`src/rtl/fnd_pkg.sv`:
```
// Register map, scan FSM state type and glyph helpers for the FND scan scheduler.
package fnd_pkg;

  // Word offsets, matched against PADDR[4:2]
  localparam logic [2:0] REG_CTRL     = 3'd0;
  localparam logic [2:0] REG_DATA     = 3'd1;
  localparam logic [2:0] REG_SCAN_DIV = 3'd2;
  localparam logic [2:0] REG_BRIGHT   = 3'd3;
  localparam logic [2:0] REG_STATUS   = 3'd4;

  typedef enum logic [1:0] {OFF, LIT, DARK} fnd_state_t;

  // Active-high a..g pattern, a = bit 0
  function automatic logic [6:0] seg7(input logic [3:0] hex);
    case (hex)
      4'h0:    seg7 = 7'h3F;
      4'h1:    seg7 = 7'h06;
      4'h2:    seg7 = 7'h5B;
      4'h3:    seg7 = 7'h4F;
      4'h4:    seg7 = 7'h66;
      4'h5:    seg7 = 7'h6D;
      4'h6:    seg7 = 7'h7D;
      4'h7:    seg7 = 7'h07;
      4'h8:    seg7 = 7'h7F;
      4'h9:    seg7 = 7'h6F;
      4'hA:    seg7 = 7'h77;
      4'hB:    seg7 = 7'h7C;
      4'hC:    seg7 = 7'h39;
      4'hD:    seg7 = 7'h5E;
      4'hE:    seg7 = 7'h79;
      default: seg7 = 7'h71;
    endcase
  endfunction

  // Nearest enabled digit after cur (wrapping); cur itself if it is the only one, 0 if none.
  function automatic logic [1:0] next_digit(input logic [1:0] cur, input logic [3:0] mask);
    logic [1:0] cand;
    next_digit = 2'd0;
    for (int k = 4; k >= 1; k--) begin
      cand = cur + k[1:0];
      if (mask[cand]) next_digit = cand;
    end
  endfunction

endpackage

```
`src/rtl/fnd_slot_timer.sv`:
```
// Slot counter for the scan scheduler: counts 0..div_i and flags the end of the lit window and of the slot.
module fnd_slot_timer (
  input  logic        PCLK,
  input  logic        PRESET,
  input  logic        clear_i,
  input  logic [15:0] div_i,
  input  logic [3:0]  bright_i,
  output logic        slot_end_o,
  output logic        lit_end_o
);
  logic [15:0] cnt_q, cnt_d;
  logic [16:0] slot_len;
  logic [4:0]  bright_p1;
  logic [21:0] prod;
  logic [17:0] on_len;
  logic        on_hit;

  assign slot_len  = {1'b0, div_i} + 17'd1;
  assign bright_p1 = {1'b0, bright_i} + 5'd1;
  assign prod      = 22'(slot_len) * 22'(bright_p1);
  assign on_len    = 18'(prod >> 4);

  // A zero-length window still lights the digit for one cycle rather than the whole slot
  assign on_hit     = (on_len == 18'd0) ? (cnt_q == 16'd0) : ({2'b00, cnt_q} == on_len - 18'd1);
  assign lit_end_o  = on_hit && (on_len < {1'b0, slot_len});
  assign slot_end_o = (cnt_q == div_i);

  always_comb begin
    cnt_d = cnt_q + 16'd1;
    if (clear_i || slot_end_o) cnt_d = 16'd0;
  end

  always_ff @(posedge PCLK or posedge PRESET) begin
    if (PRESET) cnt_q <= 16'd0;
    else        cnt_q <= cnt_d;
  end

endmodule

```
`src/rtl/fnd_scan_scheduler.sv`:
```
// APB scan controller for a 4-digit common-anode 7-segment display.
// Holds the register file, the OFF/LIT/DARK scan FSM and the registered pin drivers.
module fnd_scan_scheduler #(
  parameter int SCAN_DEFAULT = 100_000,
  parameter int BLINK_FRAMES = 125
) (
  input  logic        PCLK,
  input  logic        PRESET,
  input  logic [31:0] PADDR,
  input  logic        PWRITE,
  input  logic        PSEL,
  input  logic        PENABLE,
  input  logic [31:0] PWDATA,
  output logic [31:0] PRDATA,
  output logic        PREADY,
  output logic [3:0]  fndCom,
  output logic [7:0]  fndFont
);
  import fnd_pkg::*;

  // SCAN_DIV is a 16-bit field, so a wider default keeps only its low 16 bits
  localparam logic [15:0]    DIV_RST    = 16'(SCAN_DEFAULT);
  localparam int             FW         = $clog2(BLINK_FRAMES + 1);
  localparam logic [FW-1:0]  FRAME_LAST = FW'(BLINK_FRAMES - 1);

  logic          en_q, blink_en_q;
  logic [3:0]    mask_q, bright_q, bright_sh_q;
  logic [19:0]   data_q, data_sh_q;
  logic [15:0]   div_q, div_sh_q;
  fnd_state_t    state_q, state_d;
  logic [1:0]    idx_q, idx_d;
  logic [FW-1:0] frame_q, frame_d;
  logic          blink_q, blink_d;
  logic [3:0]    com_q, com_d;
  logic [7:0]    font_q, font_d;
  logic          wr_en, slot_end, lit_end, timer_clear, frame_tick, unused_bits;
  logic [2:0]    reg_sel;
  logic [31:0]   rdata;
  logic [15:0]   nibs;
  logic [3:0]    dps;

  assign reg_sel     = PADDR[4:2];
  assign wr_en       = PSEL & PENABLE & PWRITE;
  assign PREADY      = PSEL & PENABLE & ~PRESET;
  assign unused_bits = ^{PADDR[31:5], PADDR[1:0], PWDATA[31:20]};

  always_ff @(posedge PCLK or posedge PRESET) begin
    if (PRESET) begin
      en_q       <= 1'b0;
      blink_en_q <= 1'b0;
      mask_q     <= 4'hF;
      data_q     <= 20'd0;
      div_q      <= DIV_RST;
      bright_q   <= 4'hF;
    end else if (wr_en) begin
      case (reg_sel)
        REG_CTRL: begin
          en_q       <= PWDATA[0];
          blink_en_q <= PWDATA[1];
          mask_q     <= PWDATA[7:4];
        end
        REG_DATA:     data_q   <= PWDATA[19:0];
        REG_SCAN_DIV: div_q    <= (PWDATA[15:0] < 16'd3) ? 16'd3 : PWDATA[15:0];
        REG_BRIGHT:   bright_q <= PWDATA[3:0];
        default: ;
      endcase
    end
  end

  always_comb begin
    rdata = 32'd0;
    case (reg_sel)
      REG_CTRL:     rdata = {24'd0, mask_q, 2'b00, blink_en_q, en_q};
      REG_DATA:     rdata = {12'd0, data_q};
      REG_SCAN_DIV: rdata = {16'd0, div_q};
      REG_BRIGHT:   rdata = {28'd0, bright_q};
      REG_STATUS:   rdata = {28'd0, state_q != OFF, blink_q, idx_q};
      default:      rdata = 32'd0;
    endcase
  end
  assign PRDATA = (PSEL && !PWRITE) ? rdata : 32'd0;

  // Shadows follow the registers while idle and are frozen for the duration of every slot
  always_ff @(posedge PCLK or posedge PRESET) begin
    if (PRESET) begin
      data_sh_q   <= 20'd0;
      div_sh_q    <= DIV_RST;
      bright_sh_q <= 4'hF;
    end else if (state_q == OFF || slot_end) begin
      data_sh_q   <= data_q;
      div_sh_q    <= div_q;
      bright_sh_q <= bright_q;
    end
  end

  assign timer_clear = (state_q == OFF) || !en_q;

  fnd_slot_timer u_timer (
    .PCLK       (PCLK),
    .PRESET     (PRESET),
    .clear_i    (timer_clear),
    .div_i      (div_sh_q),
    .bright_i   (bright_sh_q),
    .slot_end_o (slot_end),
    .lit_end_o  (lit_end)
  );

  always_ff @(posedge PCLK or posedge PRESET) begin
    if (PRESET) state_q <= OFF;
    else        state_q <= state_d;
  end

  always_comb begin
    state_d = state_q;
    case (state_q)
      OFF:  if (en_q) state_d = LIT;
      LIT: begin
        if (!en_q)         state_d = OFF;
        else if (slot_end) state_d = LIT;
        else if (lit_end)  state_d = DARK;
      end
      DARK: begin
        if (!en_q)         state_d = OFF;
        else if (slot_end) state_d = LIT;
      end
      default: state_d = OFF;
    endcase
  end

  assign nibs = data_sh_q[15:0];
  assign dps  = data_sh_q[19:16];

  always_comb begin
    com_d  = 4'hF;
    font_d = 8'hFF;
    if (en_q && state_q == LIT && mask_q[idx_q] && !(blink_en_q && blink_q)) begin
      com_d  = ~(4'b0001 << idx_q);
      font_d = {~dps[idx_q], ~seg7(nibs[{idx_q, 2'b00} +: 4])};
    end
  end

  always_comb begin
    idx_d = idx_q;
    if (!en_q)                 idx_d = 2'd0;
    else if (state_q == OFF)   idx_d = next_digit(2'd3, mask_q);
    else if (slot_end)         idx_d = next_digit(idx_q, mask_q);
  end

  // A frame closes whenever the scan index fails to advance upward
  assign frame_tick = en_q && (state_q != OFF) && slot_end && (idx_d <= idx_q);

  always_comb begin
    frame_d = frame_q;
    blink_d = blink_q;
    if (!en_q) begin
      frame_d = '0;
      blink_d = 1'b0;
    end else if (frame_tick) begin
      if (frame_q == FRAME_LAST) begin
        frame_d = '0;
        blink_d = ~blink_q;
      end else begin
        frame_d = frame_q + FW'(1);
      end
    end
  end

  always_ff @(posedge PCLK or posedge PRESET) begin
    if (PRESET) begin
      idx_q   <= 2'd0;
      frame_q <= '0;
      blink_q <= 1'b0;
      com_q   <= 4'hF;
      font_q  <= 8'hFF;
    end else begin
      idx_q   <= idx_d;
      frame_q <= frame_d;
      blink_q <= blink_d;
      com_q   <= com_d;
      font_q  <= font_d;
    end
  end

  assign fndCom  = com_q;
  assign fndFont = font_q;

endmodule

```
`config.mk`:
```
export PLATFORM = sky130hd
export DESIGN_NAME = fnd_scan_scheduler
export DESIGN_NICKNAME = d
export VERILOG_FILES = /design/src/rtl/fnd_pkg.sv /design/src/rtl/fnd_slot_timer.sv /design/src/rtl/fnd_scan_scheduler.sv
export SDC_FILE = /design/constraint.sdc
export NUM_CORES = 1
export LEC_CHECK = 0
export BUFFER_PORTS_ARGS = -buffer_cell sky130_fd_sc_hd__clkbuf_2
export CAP_MARGIN = 5
export CELL_PAD_IN_SITES_DETAIL_PLACEMENT = 1
export CELL_PAD_IN_SITES_GLOBAL_PLACEMENT = 2
export CORE_ASPECT_RATIO = 0.6
export CORE_MARGIN = 4
export CORE_UTILIZATION = 41
export CTS_BUF_LIST = sky130_fd_sc_hd__clkbuf_8
export DETAILED_ROUTE_END_ITERATION = 16
export MAX_ROUTING_LAYER = met4
export PLACE_DENSITY_LB_ADDON = 0.08
export SLEW_MARGIN = 0
export SYNTH_ARGS = -nofsm -noshare
export SYNTH_HDL_FRONTEND = slang
export SYNTH_HIERARCHICAL = 1
export SYNTH_SLANG_ARGS = --single-unit
export TNS_END_PERCENT = 1
```
`constraint.sdc`:
```
create_clock -name PCLK -period 19.2 [get_ports PCLK]
set_input_delay 1.92 -clock PCLK [delete_from_list [all_inputs] [get_ports PCLK]]
set_output_delay 1.92 -clock PCLK [all_outputs]
set_load 0.05 [all_outputs]
```
==> summary.txt <==
Status
  • Outcome: finished, final reports clean

Clock tree
  • Root Driver: clkbuf_8
  • Number of buffers created by CTS: 17
  • CTS Sinks: 126
  • Latest clock arrival within the worst-skew pair: 0.46 ns
  • Clock transition at path regs: 0.08 ns
  • CTS max path bufs: 2
  • H-tree levels: 4
  • TritonCTS clock tree: done
  • Post-CTS Setup Bufs: 0
  • CTS resizes: 0
  • Cts hold-fix bufs: 0

Worst hold path
  • Min-delay worst type: register to register
  • Hold Crit Depth: 1
  • Hold wc startpoint: data_sh_q[0]
  • Worst-case hold path end point: data_sh_q[0]

Flow run
  • Max_cap viols: 0

Logic synthesis
  • Post-Synth Adder-Cell Area: 15.1%
  • Multiplexer share of the synthesized area: 12.5%
  • Compound-cell area share of the yosys netlist: 11.5%
  • Synth Cell Area: approximately 11,000 um^2
  • Post-synthesis sequential area ratio: 29.3%
  • Yosys Warn Count: 6
  • Simple-Gate Fraction of Synth Area: 17.9%
  • Post-Synthesis Cells: 1,160
  • Primary FF master, synth: dfrtp_1
  • Distinct cells, synth: 81
  • Async S/R FF share, synth: 100%
  • Yosys reg bits: 126
  • Post-synth EDFFs: 0
  • Syn_area_per_cell: 9.39 um^2
  • Xor-xnor portion of the synthesized cell area: just over 7%
  • Largest family of logic cells by synthesized area: simple AND/OR/NAND/NOR gates

Floorplan
  • Die Area: between 20,000 and 30,000 um^2
  • Top Ports: 114
  • Core area: 25,700 um^2
  • Die X: approximately 220 um
  • Cell Rows: 45
  • Starting Density: 42.3%
  • Die Height: ~130 um

Worst setup path
  • R2R depth: 24
  • CP max FO: 21
  • CP required: 19.58 ns
  • Reg2reg end: state_q[1]
  • FF-to-FF Start: bright_sh_q[0]
  • CP arrival: 9.46 ns
  • Worst setup EP type: register
  • Reg-to-reg setup timing slack: roughly 10 ns
  • Crit Path Class: register to register
  • CP Launch Type: register

STA
  • Final Skew: approximately 0.015 ns
  • Maximum clock rate: 110 MHz
  • Post-layout min period: 9.09 ns
  • Final setup violating endpoints: 0
  • Relative slew slack: 19.7%
  • Setup total negative slack: 0 ns
  • Final hold slack: 0.510 ns
  • Slew Limit Fails: 0
  • Final hold violations: 0
  • Tightest Pin Transition: between 1 and 1.5 ns
  • RSZ-0062 raised after global routing: false
  • Fin crit share: 47.3%

Finish
  • Commonest cells after routing, fill and taps aside: 109 x nor2_1, 93 x mux2_2, 92 x dfrtp_1
  • Final Util: a little under half
  • Synthesis-to-finish area growth: 8.22%
  • Commonest non-fill, non-tap cell in the layout: nor2_1
  • Finished Layout Cells: between 1,500 and 2,000
  • Ratio of cells with drive above 1 in the final layout: 22.5%
  • Fin nets: 1,359
  • Diode count: 0
  • Fin area: 11,800 um^2

Global route
  • Largest net degree at the start of global routing: 75
  • Vias in the first global route: 8,932
  • Global Route Usage Sum: 24.1%
  • Global route overflow: 0
  • Global-route wire length before repair: between 50 and 60 mm
  • Initial antenna violation count: 0

Placement
  • I/O Buffers: 60
  • Final HPWL DP: roughly 26 mm
  • Routability cong.: between 0.8 and 0.9
  • Dpl cell area: 11,400 um^2
  • Inst Count DP: around 1,500

Routing
  • ANT nets after route: 0
  • DRT iter0 DRCs: between 500 and 600
  • DRT Pass-1 Iters: 5
  • Drt wl/cell: 21.7 um
  • Via/cell ratio: 5.61
  • Routed WL: 33.6 mm
  • Via Count: 8,697
  • Drt drc: 0

Power
  • Pleak: 5.20 nW
  • PwrDens: 173 nW/um^2
  • Worst VDD drop: 0.127 mV
-- routing by layer --
metal  share of wire, %  global-route usage (%)
met3                4.9                    4.05
met1                 57                    40.3
met4               0.65                    4.14
met5                  0                       -
met2                 37                    29.6
-- critical path, stage by stage (launching register included) --
cell and delay [ns]:
dfstp_2 0.79, nand3_1 0.21, xor2_1 0.96, nor2_1 0.17
fa_1 0.53, fa_1 0.54, inv_1 0.06, fa_1 0.53
inv_1 0.04, ha_1 0.46, a211oi_1 0.47, o21bai_1 0.14
o21bai_1 0.23, xnor2_1 0.31, inv_1 0.21, a2111oi_4 0.68
or4b_4 0.57, or3_1 0.37, a2111oi_2 0.42, o211a_1 0.23
o2111a_1 0.20, o2111a_1 0.36, nand2_1 0.09, mux2_2 0.26
nor3_1 0.13
-- kinds of logic after synthesis --
| family | Yosys count |
|---|---|
| buffers and inverters | 165 |
| xor gates and xnor gates | 86 |
| DFF | 126 |
| other | 1 |
| adders and majority gates | 105 |
| AOI/OAI and AO/OA | 179 |
| muxes | 117 |
| and+or+nand+nor | 381 |
-- synth_stat cells (all sizes together), types with 4 or more instances --
master / instances / area (um^2)
nor2: 109 / 409
mux2: 95 / 1080
dfrtp: 92 / 2300
inv: 89 / 334
nand2: 73 / 274
ha: 61 / 763
xnor2: 57 / 499
a21oi: 45 / 225
fa: 44 / 881
clkbuf: 40 / 150
buf: 36 / 238
o21ai: 35 / 175
dfstp: 34 / 893
nand3: 32 / 160
xor2: 28 / 245
nand2b: 22 / 138
nand4: 20 / 125
nor2b: 18 / 113
mux2i: 17 / 170
nor3: 16 / 80.1
or2: 16 / 100
and3: 15 / 93.8
a22oi: 13 / 97.6
nor4: 12 / 75.1
a21o: 11 / 82.6
or3: 10 / 67.6
and2: 9 / 56.3
a211oi: 8 / 60.1
a31oi: 6 / 37.5
nor3b: 6 / 45.0
o211ai: 6 / 45.0
mux4: 5 / 113
o211a: 5 / 50.1
o22ai: 5 / 31.3
and4: 4 / 35.0
o21a: 4 / 37.5
-- area by class of cell --
class                      instances  area, um^2
clock inverter                    14         158
fill                            2975       13900
sequential                       126        3200
clock buffer                      18         248
multi-input combinational        880        7030
inverter                          89         337
tap                              352         440
timing repair buffer              71         383
-- metrics by stage --
stage / worst slack [ns] / power (W)
5_1_grt: 9.63 / 0.00221
3_5_place_dp: 10.27 / 0.00177
2_1_floorplan: 12.04 / 0.00136
6_report: 10.11 / 0.00204
4_1_cts: 10.22 / 0.00203
3_3_place_gp: 10.37 / 0.00175
-- sequential cells by signal, indices dropped and copies added (netlist names) --
| register | count |
|---|---|
| fndFont | 8 |
| div_q | 16 |
| div_sh_q | 16 |
| fndCom | 4 |
| blink_en_q | 1 |
| data_q | 20 |
| en_q | 1 |
| data_sh_q | 20 |
| bright_q | 4 |
| idx_q | 2 |
| blink_q | 1 |
| u_timer/cnt_q | 16 |
| frame_q | 7 |
| mask_q | 4 |
| state_q | 2 |
| bright_sh_q | 4 |
-- how the worst max path moves through the flow --
stage,from,to,slack [ns]
6_report,bright_sh_q[0],state_q[1],10.11
5_1_grt,bright_sh_q[0],state_q[1],9.63
4_1_cts,bright_sh_q[0],state_q[1],10.22
3_5_place_dp,bright_sh_q[0],state_q[1],10.27
3_3_place_gp,bright_sh_q[0],state_q[1],10.37
2_1_floorplan,bright_sh_q[0],state_q[1],12.04
-- where the power goes --
part / switching, W / total, W / leakage [nW] / internal (W)
clock network: 0.000122 / 0.000243 / 0.208 / 0.000121
registers: 0.0000700 / 0.000393 / 1.56 / 0.000322
logic: 0.000874 / 0.00141 / 3.43 / 0.000532
(Power assumes the default switching activity.)
